File: config.mk
export PLATFORM = sky130hd
export DESIGN_NAME = fifo_param_ctrl
export DESIGN_NICKNAME = d
export VERILOG_FILES = /design/src/rtl/fifo_param_ctrl.sv
export SDC_FILE = /design/constraint.sdc
export NUM_CORES = 1
export LEC_CHECK = 0
export BUFFER_PORTS_ARGS = -buffer_cell sky130_fd_sc_hd__clkbuf_2
export CAP_MARGIN = 20
export CORE_ASPECT_RATIO = 2
export CORE_MARGIN = 1.5
export CORE_UTILIZATION = 24
export DETAILED_ROUTE_END_ITERATION = 10
export MAX_ROUTING_LAYER = met4
export SETUP_SLACK_MARGIN = 0.05
export SYNTH_ARGS = -nofsm -noshare
export SYNTH_HDL_FRONTEND = slang
export SYNTH_SLANG_ARGS = --single-unit
File: constraint.sdc
create_clock -name clk -period 2.75 [get_ports clk]
set_input_delay 0.55 -clock clk [delete_from_list [all_inputs] [get_ports clk]]
set_output_delay 0.55 -clock clk [all_outputs]
set_load 0.02 [all_outputs]
File: src/rtl/fifo_param_ctrl.sv
`default_nettype none
// ============================================================================
// fifo_param_ctrl: parametrised synchronous FIFO with push/pop interface,
// programmable almost-full/almost-empty thresholds and a sticky error flag.
// Revision: 1.0
// ============================================================================
module fifo_param_ctrl #(
  parameter int DATA_WIDTH = 10,
  parameter int ADDR_WIDTH = 3
) (
  input  logic                  clk,
  input  logic                  reset,
  input  logic [DATA_WIDTH-1:0] fifo_data_in,
  input  logic                  push,
  input  logic                  pop,
  input  logic [ADDR_WIDTH:0]   almost_full_thr,
  input  logic [ADDR_WIDTH:0]   almost_empty_thr,
  output logic [DATA_WIDTH-1:0] fifo_data_out,
  output logic                  valid_out,
  output logic [ADDR_WIDTH:0]   fifo_count,
  output logic                  full,
  output logic                  empty,
  output logic                  almost_full,
  output logic                  almost_empty,
  output logic                  error
);

  localparam int                DEPTH     = 2 ** ADDR_WIDTH;
  localparam logic [ADDR_WIDTH:0] DEPTH_CNT = (ADDR_WIDTH + 1)'(DEPTH);

  logic [DATA_WIDTH-1:0] mem [DEPTH];
  logic [ADDR_WIDTH-1:0] wr_ptr;
  logic [ADDR_WIDTH-1:0] rd_ptr;
  logic                  pop_ok;
  logic                  push_ok;

  // A pop frees a slot in the same edge, so a full FIFO still takes a push
  // when it is paired with an accepted pop.
  assign pop_ok  = pop & ~empty;
  assign push_ok = push & (~full | pop_ok);

  assign full         = (fifo_count == DEPTH_CNT);
  assign empty        = (fifo_count == '0);
  assign almost_full  = (fifo_count >= almost_full_thr);
  assign almost_empty = (fifo_count <= almost_empty_thr);

  // Storage is deliberately left out of reset.
  always_ff @(posedge clk) begin
    if (!reset && push_ok) begin
      mem[wr_ptr] <= fifo_data_in;
    end
  end

  always_ff @(posedge clk) begin
    if (reset) begin
      wr_ptr        <= '0;
      rd_ptr        <= '0;
      fifo_count    <= '0;
      fifo_data_out <= '0;
      valid_out     <= 1'b0;
      error         <= 1'b0;
    end else begin
      valid_out <= pop_ok;
      if (pop_ok) begin
        fifo_data_out <= mem[rd_ptr];
        rd_ptr        <= rd_ptr + 1'b1;
      end
      if (push_ok) begin
        wr_ptr <= wr_ptr + 1'b1;
      end
      case ({push_ok, pop_ok})
        2'b10:   fifo_count <= fifo_count + 1'b1;
        2'b01:   fifo_count <= fifo_count - 1'b1;
        default: fifo_count <= fifo_count;
      endcase
      if ((push & ~push_ok) | (pop & ~pop_ok)) begin
        error <= 1'b1;
      end
    end
  end

endmodule
`default_nettype wire

; ---- Word-level counts from Yosys, hierarchy flattened
; Memory sizes are Yosys's and may differ from the RTL's. A register that Yosys moved wholly into a read port is not among the register bits.
; Cells that the tools add are included.
[totals]
ff_bits = 12
latchBits = 0
mem_bits_rw = 80
romBits = 0
input_bits = 22
output_inout_bits = 20
memories = 1
[memory_table]
columns = name, depth, width, read_ports, rd_clocked_by_memory_dff, write_ports, line_no
row1 = mem, 8, 10, 1, 1, 1, 31  ; logic [DATA_WIDTH-1:0] mem [DEPTH];
[op_classes]
addsub = 4
multipliers = 0
div_mod_pow = 0
n_lt_le_gt_ge = 2
n_eq_ne = 3
n_shift = 0
n_mux = 3
bitwise_logic = 10
reduce_logical = 4
[ops]
columns = cell, n
row1 = case mux 4 bit (2 select lines), 1
row2 = adder 3 x 1 -> 3 bit (second input constant), 2
row3 = adder 4 x 1 -> 4 bit (second input constant), 1
row4 = AND 1 bit, 4
row5 = == test 4 bit (second input constant), 1
row6 = greater-or-equal comparator 4 bit, 1
row7 = <= comparator 4 bit, 1
row8 = zero test 4 bit, 1
row9 = NOT 1 bit, 4
row10 = subtractor 4 x 1 -> 4 bit (second input constant), 1
row11 = == test 2 x 1 -> 1 bit (second input constant), 1
row12 = == test 2 bit (second input constant), 1
row13 = two-way mux 1 bit, 2
row14 = OR 1 bit, 2
row15 = nonzero test 2 bit, 1
row16 = logical AND 1 bit, 1
row17 = zero test 1 bit, 1

; ---- Depth between registers and ports, before layout
[depth]
ltp_word = 8
ltp_mapped = 9

; ---- Worst setup path before layout
; Ideal clock, no wire load.
[synth_timing]
path_type = input-to-reg
startpoint = input pop
endpoint = memory mem[0][0] (enable)
setup_time_ps = 407
arrival_time_ps = 2102
path_slack_ps = 240
path_stages = 4
n_path_buf = 1
cell_sequence = clkbuf_8 nand2b_1 o21ai_4 nor4b_1
[synth_between]
elab_chain_cells = 6
[synth_lines]
columns = element, line_no
row1 = "start, declared", 15  ; input logic pop,
row2 = AND 1 bit, 39  ; assign pop_ok = pop & ~empty;
row3 = OR 1 bit, 40  ; assign push_ok = push & (~full | pop_ok);
row4 = AND 1 bit, 40
row5 = logical AND 1 bit, 49  ; if (!reset && push_ok) begin
row6 = two-way mux 1 bit, 49
row7 = two-way mux 1 bit (not written as such), 50  ; mem[wr_ptr] <= fifo_data_in;
row8 = "end, declared", 31
; No other way between the ends.

; ---- Worst setup path in the final report
[layout_timing]
startpoint = register fifo_count[0]
endpoint = output almost_full
[layout_between]
elab_chain_cells = 1
[layout_lines]
columns = element, line_no
row1 = "start, declared", 20  ; output logic [ADDR_WIDTH:0] fifo_count,
row2 = "start signal, assigned", 72  ; 2'b10: fifo_count <= fifo_count + 1'b1;
row3 = "start signal, assigned", 73  ; 2'b01: fifo_count <= fifo_count - 1'b1;
row4 = "start signal, assigned", 74  ; default: fifo_count <= fifo_count;
row5 = greater-or-equal comparator 4 bit, 44  ; assign almost_full = (fifo_count >= almost_full_thr);
row6 = "end, declared", 23  ; output logic almost_full,
; No other way between the ends.

==> flow_summary.toml <==
[outcome]
status = "completed"

[final_layout]
antenna_cells = 0
multi_input_area_mm2 = 0.00135
drive_gt1_share_pct = 31.2
fin_cells = 534
nets = 351
fin_area_mm2 = 0.00518
syn2layout_area_growth_pct = 19.9
nFillCells = 1722
regArea_mm2 = 0.00284

[worst_setup_path]
crit_family = "compound AO/OA/AOI/OAI gates"
path_max_fanout = 9
cp_cell_sequence = "inv_1 -> ha_1 -> nand2b_1 -> a21o_1 -> a21o_1 -> a21o_1 -> clkbuf_2"
cpMaxStageDelayCell = "dfxtp_2"
path_class = "reg -> out"
setup.worst_path.start_class = "flip-flop"
cpPeakStageDelay_ns = 0.41
crit_arrival_ns = 1.95
cp.required_ns = 2.20
crit_top_cell = "a21o_1"
end_kind = "output pin"
critPathBufInv = 2

[detailed_routing]
wirelength_mm = 8.59
routedWlPerCell_um = 16.1
drc = 0
drtIter0Drc = 97
routed_via_density = 4.43
ant_nets = 0
vias = 2364
dr.pass1.iters = 5

[synth]
yosys_warnings = 0
synth-simple-area-share_pct = 5.91
avgSynthCellArea_um2 = 16.4
ys_seq_area_share_pct = 65.9
synth_cell_type_count = 41
synth_fp_nets = 298
synth_top_family_by_area = "multiplexers"
synth-xor-area-share_pct = 1.42
synth-adder-area-share_pct = 3.94
synth_edf_count = 80
synth_mux_area_share_pct = 13.4
syn_inst = 263
mappedNetlistArea_mm2 = 0.00432
synth-seq-cells = 102
synthFlopType = "edfxtp_1"
ys_async_sr_fraction_pct = 0
synth_compound_area_share_pct = 6.14

[power]
ir_drop_uv = 452
p_per_area_mw_per_mm2 = 948
p_leak_uw = 0.00181

[grt]
grt_usage_pct = 9.94
antenna_found_initial = 0
grt_max_degree = 24
grt_pass1_wl_mm = 13.4
grt_remaining_overflow = 0
first_global_vias = 2514

[cts]
hold_buffers = 0
clkSinkCount = 102
ctsHtreeMaxLevel = 3
path_clk_slew_ns = 0.07
clk_latency_ns = 0.35
cts_buffers = 9
clock_tree.buffer_depth = 2
clockRootBuffer = "clkbuf_16"
cts_tree = "yes"

[timing]
layout_setup_ws_ns = 0.247
min_period_over_period_pct = 91.0
finalSetupViolCount = 0
slew_headroom_pct = 50.7
whs_ns = 0.480
max_freq_mhz = 400
worstMarginPinSlew_ns = 0.739
min_period_ns = 2.50
fin_worst_skew_ns = 0.00769
rsz0062_at_grt = "no"
slew_violations = 0
tns_ns = 0
finalHoldViolCount = 0

[floorplan]
die_y_um = 193
initial_core_util_pct = 24.4
dieArea_mm2 = 0.0188
coreArea_mm2 = 0.0177
dieWidth_um = 97.8
rows = 69
io_pins = 42

[min_path]
hold_class = "in -> reg"

[placement]
io_buffers = 41
placed_area_mm2 = 0.00481
dp_cells = 518
hpwlAfterDp_mm = 6.07
dp_slack_ns = 0.430
gp_congestion = 0.714

[job]
drv_cap = 0
Yosys cell counts, types with 5 or more instances:
cell type,number,area [µm²]
mux2i_1,13,130
edfxtp_1,80,2400
dfxtp_1,22,440
a211oi_1,11,82.6
nor2_1,27,101
nand2_1,6,22.5
ha_1,12,150
mux4_2,20,450
inv_1,9,33.8
clkbuf_1,5,18.8
cell type report:
| cell class | count | share of cell area [%] |
|---|---|---|
| clock buffers | 9 | 4.35 |
| repair buffers | 56 | 6.14 |
| well taps | 213 | 5.15 |
| inverters | 9 | 0.653 |
| multi-input cells | 138 | 26.0 |
| clock inverters | 7 | 2.78 |
| flip-flops and latches | 102 | 54.9 |
power breakdown:
part	total, µW	switching [µW]	internal, µW
Combinational	1450	801	653
Sequential	1920	115	1800
Clock	1530	550	984
what timing repair did:
| action | in CTS | in global routing |
|---|---|---|
| buffers inserted | 0 | 0 |
| resized for setup | 0 | 1 |
| setup endpoints to repair | 0 | 1 |
sequential cells by signal, indices dropped and copies added (netlist names):
signal / count
mem: 80
valid_out: 1
fifo_data_out: 10
rd_ptr: 3
error: 1
wr_ptr: 3
fifo_count: 4
metal layers:
| layer | global-route usage [%] | wire length [µm] |
|---|---|---|
| met1 | 9.09 | 3160 |
| met2 | 18.7 | 4880 |
| met3 | 2.25 | 287 |
| met4 | 5.44 | 262 |
| met5 | - | 0 |
kinds of logic (layout without fill, tap and decap cells):
family	count (synthesis)	in the layout
flops	102	102
simple gates	53	53
mux	33	33
compound gates	32	32
buf+inv	23	81
fa+ha+maj	13	13
xor+xnor	7	7
cells in the final DEF (no fill, tap or decap), types with 4 or more instances in the layout:
cell type / synthesis / layout
xnor2_1: 4 / 4
mux4_2: 20 / 20
bufinv_16: 0 / 4
nand2b_1: 4 / 4
mux2i_1: 13 / 13
nor3_1: 4 / 4
edfxtp_1: 80 / 80
a211oi_1: 11 / 11
inv_1: 9 / 9
a21oi_1: 4 / 4
nor2_1: 27 / 27
dfxtp_1: 22 / 21
clkbuf_16: 0 / 9
buf_4: 2 / 15
nand2_1: 6 / 6
ha_1: 12 / 12
clkbuf_2: 0 / 41
metrics by stage:
stage / utilization [%] / total power (µW)
CTS: 29.2 / 4980
global placement: 27.2 / 3410
global route: 29.2 / 5180
finish: 29.2 / 4910
detailed placement: 27.2 / 3440
floorplan: - / 3050
worst reg2reg max path, delay by kind of cell, from the launching register on:
kind                     cells  cell delay [ns]
AO/OA/AOI/OAI                4             1.02
adder cells (fa/ha/maj)      1             0.33
buffers and inverters        1             0.08
flip-flops                   1             0.42
AND/OR/NAND/NOR              2             0.31
worst paths after layout:
check / to / startpoint / cells past startpoint / slack, ns
worst max-delay path: almost_full / fifo_count[0] / 7 / 0.25
worst max register to register: fifo_count[3] / fifo_count[2] / 8 / 0.51
worst min register to register: error / error / 2 / 0.48
worst min-delay path: mem[0][2] / fifo_data_in[2] / 1 / 0.48
No activity file was read; power rests on OpenSTA's default activity.
